[config.mk]
export PLATFORM = sky130hd
export DESIGN_NAME = vp_pattern_gen_flat
export DESIGN_NICKNAME = d
export VERILOG_FILES = /design/src/rtl/vp_pattern_gen_if.sv /design/src/rtl/vp_pattern_gen.sv /design/src/flat_wrapper.sv
export SDC_FILE = /design/constraint.sdc
export NUM_CORES = 1
export LEC_CHECK = 0
export BUFFER_PORTS_ARGS = -buffer_cell sky130_fd_sc_hd__clkbuf_2
export CAP_MARGIN = 30
export CORE_ASPECT_RATIO = 0.8
export CORE_MARGIN = 5
export CORE_UTILIZATION = 25
export DETAILED_ROUTE_END_ITERATION = 8
export PLACE_DENSITY_LB_ADDON = 0.1
export SLEW_MARGIN = 10
export SYNTH_ARGS = -nofsm -noshare
export SYNTH_HDL_FRONTEND = slang
export SYNTH_SLANG_ARGS = --single-unit
[constraint.sdc]
create_clock -name clk -period 2.65 [get_ports clk]
set_clock_uncertainty 0.15 [all_clocks]
set_input_delay 0.53 -clock clk [delete_from_list [all_inputs] [get_ports clk]]
set_output_delay 0.53 -clock clk [all_outputs]
set_load 0.03 [all_outputs]
[src/rtl/vp_pattern_gen_if.sv]
// vp_pattern_gen_if: video stream from the pattern generator plus the exported square position
// master drives de/h_sync/v_sync/pixel and obj_x/obj_y; slave observes them
interface vp_pattern_gen_if;
  logic        de_out;
  logic        h_sync_out;
  logic        v_sync_out;
  logic [23:0] pixel_out;
  logic [10:0] obj_x;
  logic [10:0] obj_y;
  modport master (output de_out, h_sync_out, v_sync_out, pixel_out, obj_x, obj_y);
  modport slave  (input  de_out, h_sync_out, v_sync_out, pixel_out, obj_x, obj_y);
endinterface

[src/rtl/vp_pattern_gen.sv]
// vp_pattern_gen: synthetic raster source with bars, ramp, solid and a bouncing square pattern
// clk/rst: pixel clock and synchronous active-high reset; en low freezes the raster
// mode: 0 square on black, 1 colour bars, 2 grey ramp, 3 solid OBJ_COLOR (applied per frame)
// vid: registered de/h_sync/v_sync/pixel and the square position of the frame being output
module vp_pattern_gen #(
  parameter int          IMG_W     = 64,
  parameter int          IMG_H     = 64,
  parameter int          H_FP      = 4,
  parameter int          H_SYNC    = 8,
  parameter int          H_BP      = 4,
  parameter int          V_FP      = 2,
  parameter int          V_SYNC    = 2,
  parameter int          V_BP      = 2,
  parameter int          OBJ_SIZE  = 8,
  parameter int          OBJ_X0    = 10,
  parameter int          OBJ_Y0    = 20,
  parameter int          STEP      = 1,
  parameter logic [23:0] OBJ_COLOR = 24'hFF0000
) (
  input  logic             clk,
  input  logic             rst,
  input  logic             en,
  input  logic [1:0]       mode,
  vp_pattern_gen_if.master vid
);
  localparam logic [10:0] H_TOT = 11'(IMG_W + H_FP + H_SYNC + H_BP);
  localparam logic [10:0] V_TOT = 11'(IMG_H + V_FP + V_SYNC + V_BP);
  localparam logic [10:0] HS0   = 11'(IMG_W + H_FP);
  localparam logic [10:0] HS1   = 11'(IMG_W + H_FP + H_SYNC);
  localparam logic [10:0] VS0   = 11'(IMG_H + V_FP);
  localparam logic [10:0] VS1   = 11'(IMG_H + V_FP + V_SYNC);
  localparam logic [10:0] W     = 11'(IMG_W);
  localparam logic [10:0] H     = 11'(IMG_H);
  localparam logic [10:0] SZ    = 11'(OBJ_SIZE);
  localparam logic [10:0] XMAX  = 11'(IMG_W - OBJ_SIZE);
  localparam logic [10:0] YMAX  = 11'(IMG_H - OBJ_SIZE);
  localparam logic [10:0] ST    = 11'(STEP);
  localparam logic [10:0] BW    = 11'(IMG_W / 8);
  localparam logic [10:0] X0    = 11'(OBJ_X0);
  localparam logic [10:0] Y0    = 11'(OBJ_Y0);
  localparam logic [23:0] BARS [8] = '{24'hFFFFFF, 24'hFFFF00, 24'h00FFFF, 24'h00FF00,
                                       24'hFF00FF, 24'hFF0000, 24'h0000FF, 24'h000000};
  logic [10:0] hcnt_q, hcnt_d, vcnt_q, vcnt_d;
  logic [10:0] x_q, x_d, y_q, y_d;
  logic        dx_q, dx_d, dy_q, dy_d;
  logic [1:0]  mode_q;
  logic        de_q, hs_q, vs_q;
  logic [23:0] pix_q, pix_d;
  logic [10:0] obj_x_q, obj_y_q;
  logic        h_last, frame_end, active, hs_d, vs_d, in_obj;
  logic [2:0]  bar_i;
  logic [7:0]  gray;
  // returns {dir, pos}; dir 1 means moving towards 0, clamping at either edge reverses
  function automatic logic [11:0] bounce(input logic [10:0] p, input logic d, input logic [10:0] m);
    return d ? (p <= ST ? 12'd0 : {1'b1, p - ST}) : (p + ST >= m ? {1'b1, m} : {1'b0, p + ST});
  endfunction
  always_comb begin
    h_last    = hcnt_q == H_TOT - 11'd1;
    frame_end = h_last && vcnt_q == V_TOT - 11'd1;
    hcnt_d    = h_last ? '0 : hcnt_q + 11'd1;
    vcnt_d    = frame_end ? '0 : vcnt_q + {10'd0, h_last};
    active    = hcnt_q < W && vcnt_q < H;
    hs_d      = hcnt_q >= HS0 && hcnt_q < HS1;
    vs_d      = vcnt_q >= VS0 && vcnt_q < VS1;
    in_obj    = hcnt_q >= x_q && hcnt_q < x_q + SZ && vcnt_q >= y_q && vcnt_q < y_q + SZ;
    bar_i     = 3'(hcnt_q / BW);
    gray      = 8'({hcnt_q, 8'd0} / 19'(IMG_W));
    pix_d     = !active ? '0 :
                mode_q == 2'd0 ? (in_obj ? OBJ_COLOR : '0) :
                mode_q == 2'd1 ? BARS[bar_i] :
                mode_q == 2'd2 ? {3{gray}} : OBJ_COLOR;
    {dx_d, x_d} = bounce(x_q, dx_q, XMAX);
    {dy_d, y_d} = bounce(y_q, dy_q, YMAX);
  end
  always_ff @(posedge clk) begin
    if (rst) begin
      hcnt_q  <= '0;
      vcnt_q  <= '0;
      x_q     <= X0;
      y_q     <= Y0;
      dx_q    <= 1'b0;
      dy_q    <= 1'b0;
      mode_q  <= mode;
      de_q    <= 1'b0;
      hs_q    <= 1'b0;
      vs_q    <= 1'b0;
      pix_q   <= '0;
      obj_x_q <= X0;
      obj_y_q <= Y0;
    end else if (en) begin
      hcnt_q  <= hcnt_d;
      vcnt_q  <= vcnt_d;
      de_q    <= active;
      hs_q    <= hs_d;
      vs_q    <= vs_d;
      pix_q   <= pix_d;
      // position lags with the pixels, so it switches together with pixel (0,0)
      obj_x_q <= x_q;
      obj_y_q <= y_q;
      if (frame_end) begin
        mode_q <= mode;
        x_q    <= x_d;
        y_q    <= y_d;
        dx_q   <= dx_d;
        dy_q   <= dy_d;
      end
    end else begin
      de_q  <= 1'b0;
      pix_q <= '0;
    end
  end
  assign vid.de_out     = de_q;
  assign vid.h_sync_out = hs_q;
  assign vid.v_sync_out = vs_q;
  assign vid.pixel_out  = pix_q;
  assign vid.obj_x      = obj_x_q;
  assign vid.obj_y      = obj_y_q;
endmodule

[src/flat_wrapper.sv]
// flat-port wrapper written by rule: the top's interface ports become plain ports
module vp_pattern_gen_flat 
#(
  parameter int          IMG_W     = 64,
  parameter int          IMG_H     = 64,
  parameter int          H_FP      = 4,
  parameter int          H_SYNC    = 8,
  parameter int          H_BP      = 4,
  parameter int          V_FP      = 2,
  parameter int          V_SYNC    = 2,
  parameter int          V_BP      = 2,
  parameter int          OBJ_SIZE  = 8,
  parameter int          OBJ_X0    = 10,
  parameter int          OBJ_Y0    = 20,
  parameter int          STEP      = 1,
  parameter logic [23:0] OBJ_COLOR = 24'hFF0000
)
  (clk, rst, en, mode, vid_de_out, vid_h_sync_out, vid_v_sync_out, vid_pixel_out, vid_obj_x, vid_obj_y);
  vp_pattern_gen_if vid_i ();
  input  logic clk;
  input  logic rst;
  input  logic en;
  input  logic [1:0] mode;
  output wire logic [$bits(vid_i.de_out)-1:0] vid_de_out;
  output wire logic [$bits(vid_i.h_sync_out)-1:0] vid_h_sync_out;
  output wire logic [$bits(vid_i.v_sync_out)-1:0] vid_v_sync_out;
  output wire logic [$bits(vid_i.pixel_out)-1:0] vid_pixel_out;
  output wire logic [$bits(vid_i.obj_x)-1:0] vid_obj_x;
  output wire logic [$bits(vid_i.obj_y)-1:0] vid_obj_y;
  assign vid_de_out = vid_i.de_out;
  assign vid_h_sync_out = vid_i.h_sync_out;
  assign vid_v_sync_out = vid_i.v_sync_out;
  assign vid_pixel_out = vid_i.pixel_out;
  assign vid_obj_x = vid_i.obj_x;
  assign vid_obj_y = vid_i.obj_y;
  vp_pattern_gen #(.IMG_W(IMG_W), .IMG_H(IMG_H), .H_FP(H_FP), .H_SYNC(H_SYNC), .H_BP(H_BP), .V_FP(V_FP), .V_SYNC(V_SYNC), .V_BP(V_BP), .OBJ_SIZE(OBJ_SIZE), .OBJ_X0(OBJ_X0), .OBJ_Y0(OBJ_Y0), .STEP(STEP), .OBJ_COLOR(OBJ_COLOR)) u_core (.clk(clk), .rst(rst), .en(en), .mode(mode), .vid(vid_i));
endmodule
==> results of run 1 <==
[registers in the layout, summed over array words and instances (netlist names), 2 cells and up]
| register | cells |
|---|---|
| u_core.vid.pixel_out | 21 |
| u_core.hcnt_q | 11 |
| u_core.vcnt_q | 11 |
| u_core.vid.obj_x | 11 |
| u_core.vid.obj_y | 11 |
| u_core.x_q | 11 |
| u_core.y_q | 11 |
| u_core.mode_q | 2 |
[final cells by class]
class / instances / area share, %
multi-input cells: 510 / 48.8
clock inverters: 7 / 1.66
flip-flops and latches: 94 / 26.3
clock buffers: 9 / 3.11
repair buffers: 141 / 12.8
well taps: 306 / 5.29
inverters: 38 / 1.97
[worst paths after layout]
kind                                            start                  endpoint  slack (ps)  cells past startpoint
worst max-delay path                    u_core.x_q[4]  u_core.vid.pixel_out[22]         -40                     10
worst min-delay path                          mode[0]          u_core.mode_q[0]         220                      1
worst max register to register          u_core.x_q[4]  u_core.vid.pixel_out[22]         -40                     10
worst min register to register  u_core.vid.v_sync_out     u_core.vid.v_sync_out         320                      2
[metal layers]
| metal | track usage [%] | share of wire, % | routed length (µm) |
|---|---|---|---|
| met5 | 0 | 0 | 0 |
| met4 | 3.82 | 1.4 | 233 |
| met3 | 2.17 | 2.4 | 411 |
| met2 | 21.9 | 46 | 7870 |
| met1 | 19.4 | 50 | 8670 |
[per-stage QoR]
step / TNS [ps] / setup WS (ps) / hold WS, ps
floorplan: 0 / 27.1 / 326
global placement: -1140 / -168 / 302
detailed placement: -1520 / -228 / 307
CTS: -21.8 / -16.2 / 199
global route: -1090 / -168 / 198
finish: -101 / -37.9 / 217
[cells in the final DEF (no fill, tap or decap), types with 6 or more instances in the layout]
| cell | instances |
|---|---|
| sky130_fd_sc_hd__a21o_1 | 7 |
| sky130_fd_sc_hd__a21oi_1 | 45 |
| sky130_fd_sc_hd__a31oi_1 | 6 |
| sky130_fd_sc_hd__and3_1 | 15 |
| sky130_fd_sc_hd__buf_4 | 87 |
| sky130_fd_sc_hd__clkbuf_16 | 9 |
| sky130_fd_sc_hd__clkbuf_2 | 53 |
| sky130_fd_sc_hd__dfxtp_1 | 87 |
| sky130_fd_sc_hd__ha_1 | 49 |
| sky130_fd_sc_hd__inv_1 | 37 |
| sky130_fd_sc_hd__mux2i_1 | 22 |
| sky130_fd_sc_hd__nand2_1 | 58 |
| sky130_fd_sc_hd__nand3_1 | 24 |
| sky130_fd_sc_hd__nand4_1 | 14 |
| sky130_fd_sc_hd__nor2_1 | 66 |
| sky130_fd_sc_hd__nor2b_1 | 6 |
| sky130_fd_sc_hd__nor3_1 | 9 |
| sky130_fd_sc_hd__o211ai_1 | 6 |
| sky130_fd_sc_hd__o21ai_0 | 35 |
| sky130_fd_sc_hd__o21ai_1 | 6 |
| sky130_fd_sc_hd__o22ai_1 | 7 |
| sky130_fd_sc_hd__or3_1 | 7 |
| sky130_fd_sc_hd__xnor2_1 | 20 |
| sky130_fd_sc_hd__xor2_1 | 15 |
[timing repair]
action | in CTS | in global routing
hold buffers | 0 | 0
buffers inserted | 2 | 1
pin swaps | 13 | 6
gates cloned | 0 | 0
resized for setup | 14 | 13
endpoints found under the setup margin | 7 | 17
[kinds of logic (layout without fill, tap and decap cells)]
logic type,after synthesis,in the layout
and+or+nand+nor,235,235
muxes,23,23
AOI/OAI and AO/OA,166,166
buffers and inverters,81,195
adders and majority gates,51,51
DFF,94,94
xor gates and xnor gates,35,35
[where the power goes]
group / internal [W] / switching [W] / leakage (nW)
sequential: 0.00144 / 0.0000125 / 0.764
clock: 0.000928 / 0.000593 / 0.166
combinational: 0.0000546 / 0.000119 / 2.14
==> results.cfg, run 1 <==
[outcome]
run_status = finished with violations
failed_checks = setup timing

[worst_hold_path]
timing.hold.worst.class = in2reg

[layout]
fillCellCount = 2352
final_net_count = 850
final-instance-count-excl-fill = 1105
layout-drive-gt1-share_pct = 23.7
antenna_cells = 0
final_cell_area_um2 = 7240
utilization_pct = 32.4
multi_input_comb_area_um2 = 3530
synthToLayoutAreaGrowth_pct = 28.1
final-seq-area_um2 = 1910

[critical_path]
critical_path_rt_ps = 2770
critPathMaxStageDelay_ps = 460
crit_path_cells = nand4_1, or3_4, and2_4, ha_4, nor4_2, o21ai_1, a221o_1, nor3_4, o2111ai_4, o22ai_1
critPathCaptureType = flop
critical_path_peak_fanout = 7
critPathSlowestCell = sky130_fd_sc_hd__or3_4
crit_buf_inv = 0
crit_family = simple AND/OR/NAND/NOR gates
setup.worst_path.start_class = flop
worst_setup_path_class = reg2reg
critical_path_arrival_ps = 2810

[routing]
first_iter_violations = 299
detail_route.wirelength_um = 17200
dr.pass1.iters = 5
dr_total_vias = 5335
drc = 0
route.antenna.remaining_nets = 0
routed_wire_length_per_instance_um = 15.6
vias_per_cell = 4.83

[synthesis]
area_fraction_in_compound_gates_after_synthesis_pct = 19.1
synth_simple_gate_area_share_pct = 20.8
syn_inst = 685
synth.distinct_cells = 64
yosysSeqAreaShare_pct = 33.7
post-synth-top-area-fraction_pct = 32.6
synth_warnings = 0
synth_top_family_by_area = simple AND/OR/NAND/NOR gates
synth_ff_type = sky130_fd_sc_hd__dfxtp_1
post_synth_fa_ha_maj_area_fraction_pct = 11.3
yosys-top-cells-area = sky130_fd_sc_hd__dfxtp_1 (33%), sky130_fd_sc_hd__ha_1 (11%), sky130_fd_sc_hd__nor2_1 (4.4%), sky130_fd_sc_hd__a21oi_1 (4.0%), sky130_fd_sc_hd__mux2i_1 (3.9%)
synth.area.mux_share_pct = 4.10
yosysTopAreaCell = sky130_fd_sc_hd__dfxtp_1
yosysMostFrequentCell = sky130_fd_sc_hd__dfxtp_1
synthesis.area_per_instance_um2 = 8.25
ys_ff_latch = 94
net_count_of_the_mapped_netlist = 741
synth_edf_count = 2
post_synth_xor_xnor_area_pct = 5.42
post_synth_instance_area_um2 = 5650
synth.top_cells.by_count = sky130_fd_sc_hd__dfxtp_1 (92), sky130_fd_sc_hd__nor2_1 (66), sky130_fd_sc_hd__nand2_1 (58)
postSynth.asyncResetShare_pct = 0

[cts]
cts.sink_count = 94
number_of_buffers_created_by_cts = 9
clock_tree.root_cell = sky130_fd_sc_hd__clkbuf_16
htree_num_levels = 3
path_clk_slew_ps = 70
cts_buffer_depth = 2
worst_skew_late_latency_ps = 350
tritoncts = yes

[sta]
finalCritPeriodShare_pct = 101
grt_setup_unrepaired = true
final-max-slew-violation-count = 0
min_period_ps = 2690
fmax_mhz = 372
setup_ws_ps = -37.9
worst_slew_pin_slew_ps = 652
hold_violations = 0
setup_viol_count_final = 5
slew_headroom_pct = 55.4

[floorplanning]
dieArea_um2 = 25700
fp.dieW_um = 178
placement_rows = 49
initial_core_util_pct = 25.3
die_y_um = 144
placeable_core_region_um2 = 22400
io-pin-count = 54

[place]
placement.io_buffers = 53
dpl-instance-area_um2 = 6770
place.gp.congestion = 0.829
dp.cells = 1086
place_hpwl_um = 13300

[grt]
antenna_found_initial = 0
gr-usage-all-layers_pct = 13.8
grt_first_pass_wirelength_um = 28100
number_of_global_route_vias_before_repair = 5208
grt.overflow.total = 0
maximum_number_of_pins_on_one_net_before_global_route_repair = 24

[pwr]
cellLeakagePower_nw = 3.07
power.total_w = 0.00314
power_density_nw_per_um2 = 434
max-vdd-ir-drop_v = 0.000337

[flow_run]
max_cap_violations = 0
Power figures use the tool's default switching activity.
==> inputs of run 2 (changes only) <==
--- a/config.mk
+++ b/config.mk
@@ -12,6 +12,7 @@
 export CORE_UTILIZATION = 25
 export DETAILED_ROUTE_END_ITERATION = 8
 export PLACE_DENSITY_LB_ADDON = 0.1
+export SETUP_SLACK_MARGIN = 0.02
 export SLEW_MARGIN = 10
 export SYNTH_ARGS = -nofsm -noshare
 export SYNTH_HDL_FRONTEND = slang
==> run 2 against run 1 <==
Compared with the run above: the flow still finishes with violations (setup timing); sequential share of layout area is essentially flat; die area did not move; critical path depth is the same; sequential cell count stayed put; global-route usage is the same; via count down 0.28%; register-to-register slack is essentially flat; largest cell class unchanged.
==> results.cfg, run 2 (synthesis gave the netlist of run 1 again) <==
[sta]
setup_ws_ps = -42.4
fmax_mhz = 371
grt_setup_unrepaired = true
worst_slew_pin_slew_ps = 652
finalCritPeriodShare_pct = 102
totalNegativeSetupSlack_ps = -140
slew_headroom_pct = 55.4
setup_viol_count_final = 6
final-max-slew-violation-count = 0
min_period_ps = 2690
hold_violations = 0

[cts]
cts_hold_buf = 0
cts.sink_count = 94
cts_buffer_depth = 2
number_of_buffers_created_by_cts = 9
clock_tree.root_cell = sky130_fd_sc_hd__clkbuf_16
path_clk_slew_ps = 70
worst_skew_late_latency_ps = 350
tritoncts = yes
htree_num_levels = 3

[floorplanning]
die_y_um = 144
initial_core_util_pct = 25.3
io-pin-count = 54
placement_rows = 49
placeable_core_region_um2 = 22400
dieArea_um2 = 25700
fp.dieW_um = 178

[critical_path]
critPathMaxStageDelay_ps = 460
crit_path_cells = nand4_1, or3_4, and2_4, ha_4, nor4_2, o21ai_1, a221o_1, nor3_4, o2111ai_4, o22ai_1
critPathSlowestCell = sky130_fd_sc_hd__or3_4
ff2ff_setup_slack_ps = -40
r2r_start = u_core.x_q[4]
crit_buf_inv = 0
critical_path_rt_ps = 2770
critical_path_arrival_ps = 2810
setup.worst_path.start_class = flop
timing.reg2reg.worst_path_depth = 10
critPathCaptureType = flop
crit_family = simple AND/OR/NAND/NOR gates
critical_path.reg2reg.endpoint = u_core.vid.pixel_out[22]
critical_path_peak_fanout = 7
worst_setup_path_class = reg2reg

[routing]
first_iter_violations = 240
routed_wire_length_per_instance_um = 15.6
vias_per_cell = 4.81
dr.pass1.iters = 4
dr_total_vias = 5320
drc = 0
route.antenna.remaining_nets = 0
detail_route.wirelength_um = 17200

[layout]
layout.cells.most_common = sky130_fd_sc_hd__buf_4
multi_input_comb_area_um2 = 3540
layout.cells.most_common_list = sky130_fd_sc_hd__buf_4 (88), sky130_fd_sc_hd__dfxtp_1 (87), sky130_fd_sc_hd__nor2_1 (66), sky130_fd_sc_hd__nand2_1 (58), sky130_fd_sc_hd__clkbuf_2 (53)
final-seq-area_um2 = 1910
utilization_pct = 32.4
fillCellCount = 2350
final_cell_area_um2 = 7260
max_ffs_per_register = 21
layout-drive-gt1-share_pct = 23.9
antenna_cells = 0
final_net_count = 851
synthToLayoutAreaGrowth_pct = 28.4

[pwr]
cellLeakagePower_nw = 3.08
max-vdd-ir-drop_v = 0.000338
power.total_w = 0.00315
power_density_nw_per_um2 = 434

[worst_hold_path]
worst_hold_path.endpoint = u_core.mode_q[0]
hold_path_depth = 1
hold_path.startpoint = mode[0]
timing.hold.worst.class = in2reg

[grt]
grt.overflow.total = 0
maximum_number_of_pins_on_one_net_before_global_route_repair = 24
number_of_global_route_vias_before_repair = 5210
grt_first_pass_wirelength_um = 28100
gr-usage-all-layers_pct = 13.8
antenna_found_initial = 0

[flow_run]
max_cap_violations = 0

[outcome]
run_status = finished with violations
failed_checks = setup timing

[place]
dpl-instance-area_um2 = 6770
place_hpwl_um = 13300
place.gp.congestion = 0.829
placement.io_buffers = 53
==> run 2: cell types whose count changed in the layout (fill, tap and decap cells not counted) <==
cell	previous run	this run
sky130_fd_sc_hd__buf_4	87	88
sky130_fd_sc_hd__nor4b_2	2	3
sky130_fd_sc_hd__nor4b_1	2	1
==> run 2: area by class of cell <==
class,instances,share of cell area (%)
clock inverter,7,1.66
tap,306,5.28
timing repair buffer,142,12.9
multi-input combinational,510,48.8
clock buffer,9,3.10
sequential,94,26.3
inverter,38,1.97
==> run 2: how the worst max path moves through the flow <==
stage,from,endpoint,slack (ps),depth (start not counted)
finish,u_core.x_q[4],u_core.vid.pixel_out[22],-40,10
global route,u_core.x_q[4],u_core.vid.pixel_out[17],-170,10
CTS,u_core.x_q[4],u_core.vid.pixel_out[22],-20,10
detailed placement,u_core.x_q[3],u_core.vid.pixel_out[19],-230,10
global placement,u_core.x_q[3],u_core.vid.pixel_out[17],-170,10
floorplan,u_core.x_q[5],u_core.vid.pixel_out[17],30,11
==> run 2: repair_timing <==
| action | in CTS | in global routing |
|---|---|---|
| pin swaps | 13 | 5 |
| buffers inserted | 2 | 2 |
| gates resized for setup | 14 | 14 |
| setup endpoints to repair | 7 | 18 |
==> run 2: through the flow <==
stage,std cells,worst slack (ps),hold slack [ps]
finish,1106,-42.4,217
global route,1106,-168,198
CTS,1104,-16.2,199
detailed placement,1086,-228,307
global placement,1086,-168,302
floorplan,685,27.1,326
==> run 2: layer usage <==
| layer | track usage [%] | routed length (µm) | part of all wire (%) |
|---|---|---|---|
| met1 | 19.4 | 8670 | 50 |
| met5 | 0 | 0 | 0 |
| met4 | 3.82 | 216 | 1.3 |
| met2 | 21.9 | 7860 | 46 |
| met3 | 2.17 | 448 | 2.6 |
==> run 2: report_power, final <==
| group | total [W] | internal (W) | switching (W) |
|---|---|---|---|
| Sequential | 0.00145 | 0.00144 | 0.0000126 |
| Clock | 0.00152 | 0.000928 | 0.000595 |
| Combinational | 0.000174 | 0.0000546 | 0.000119 |
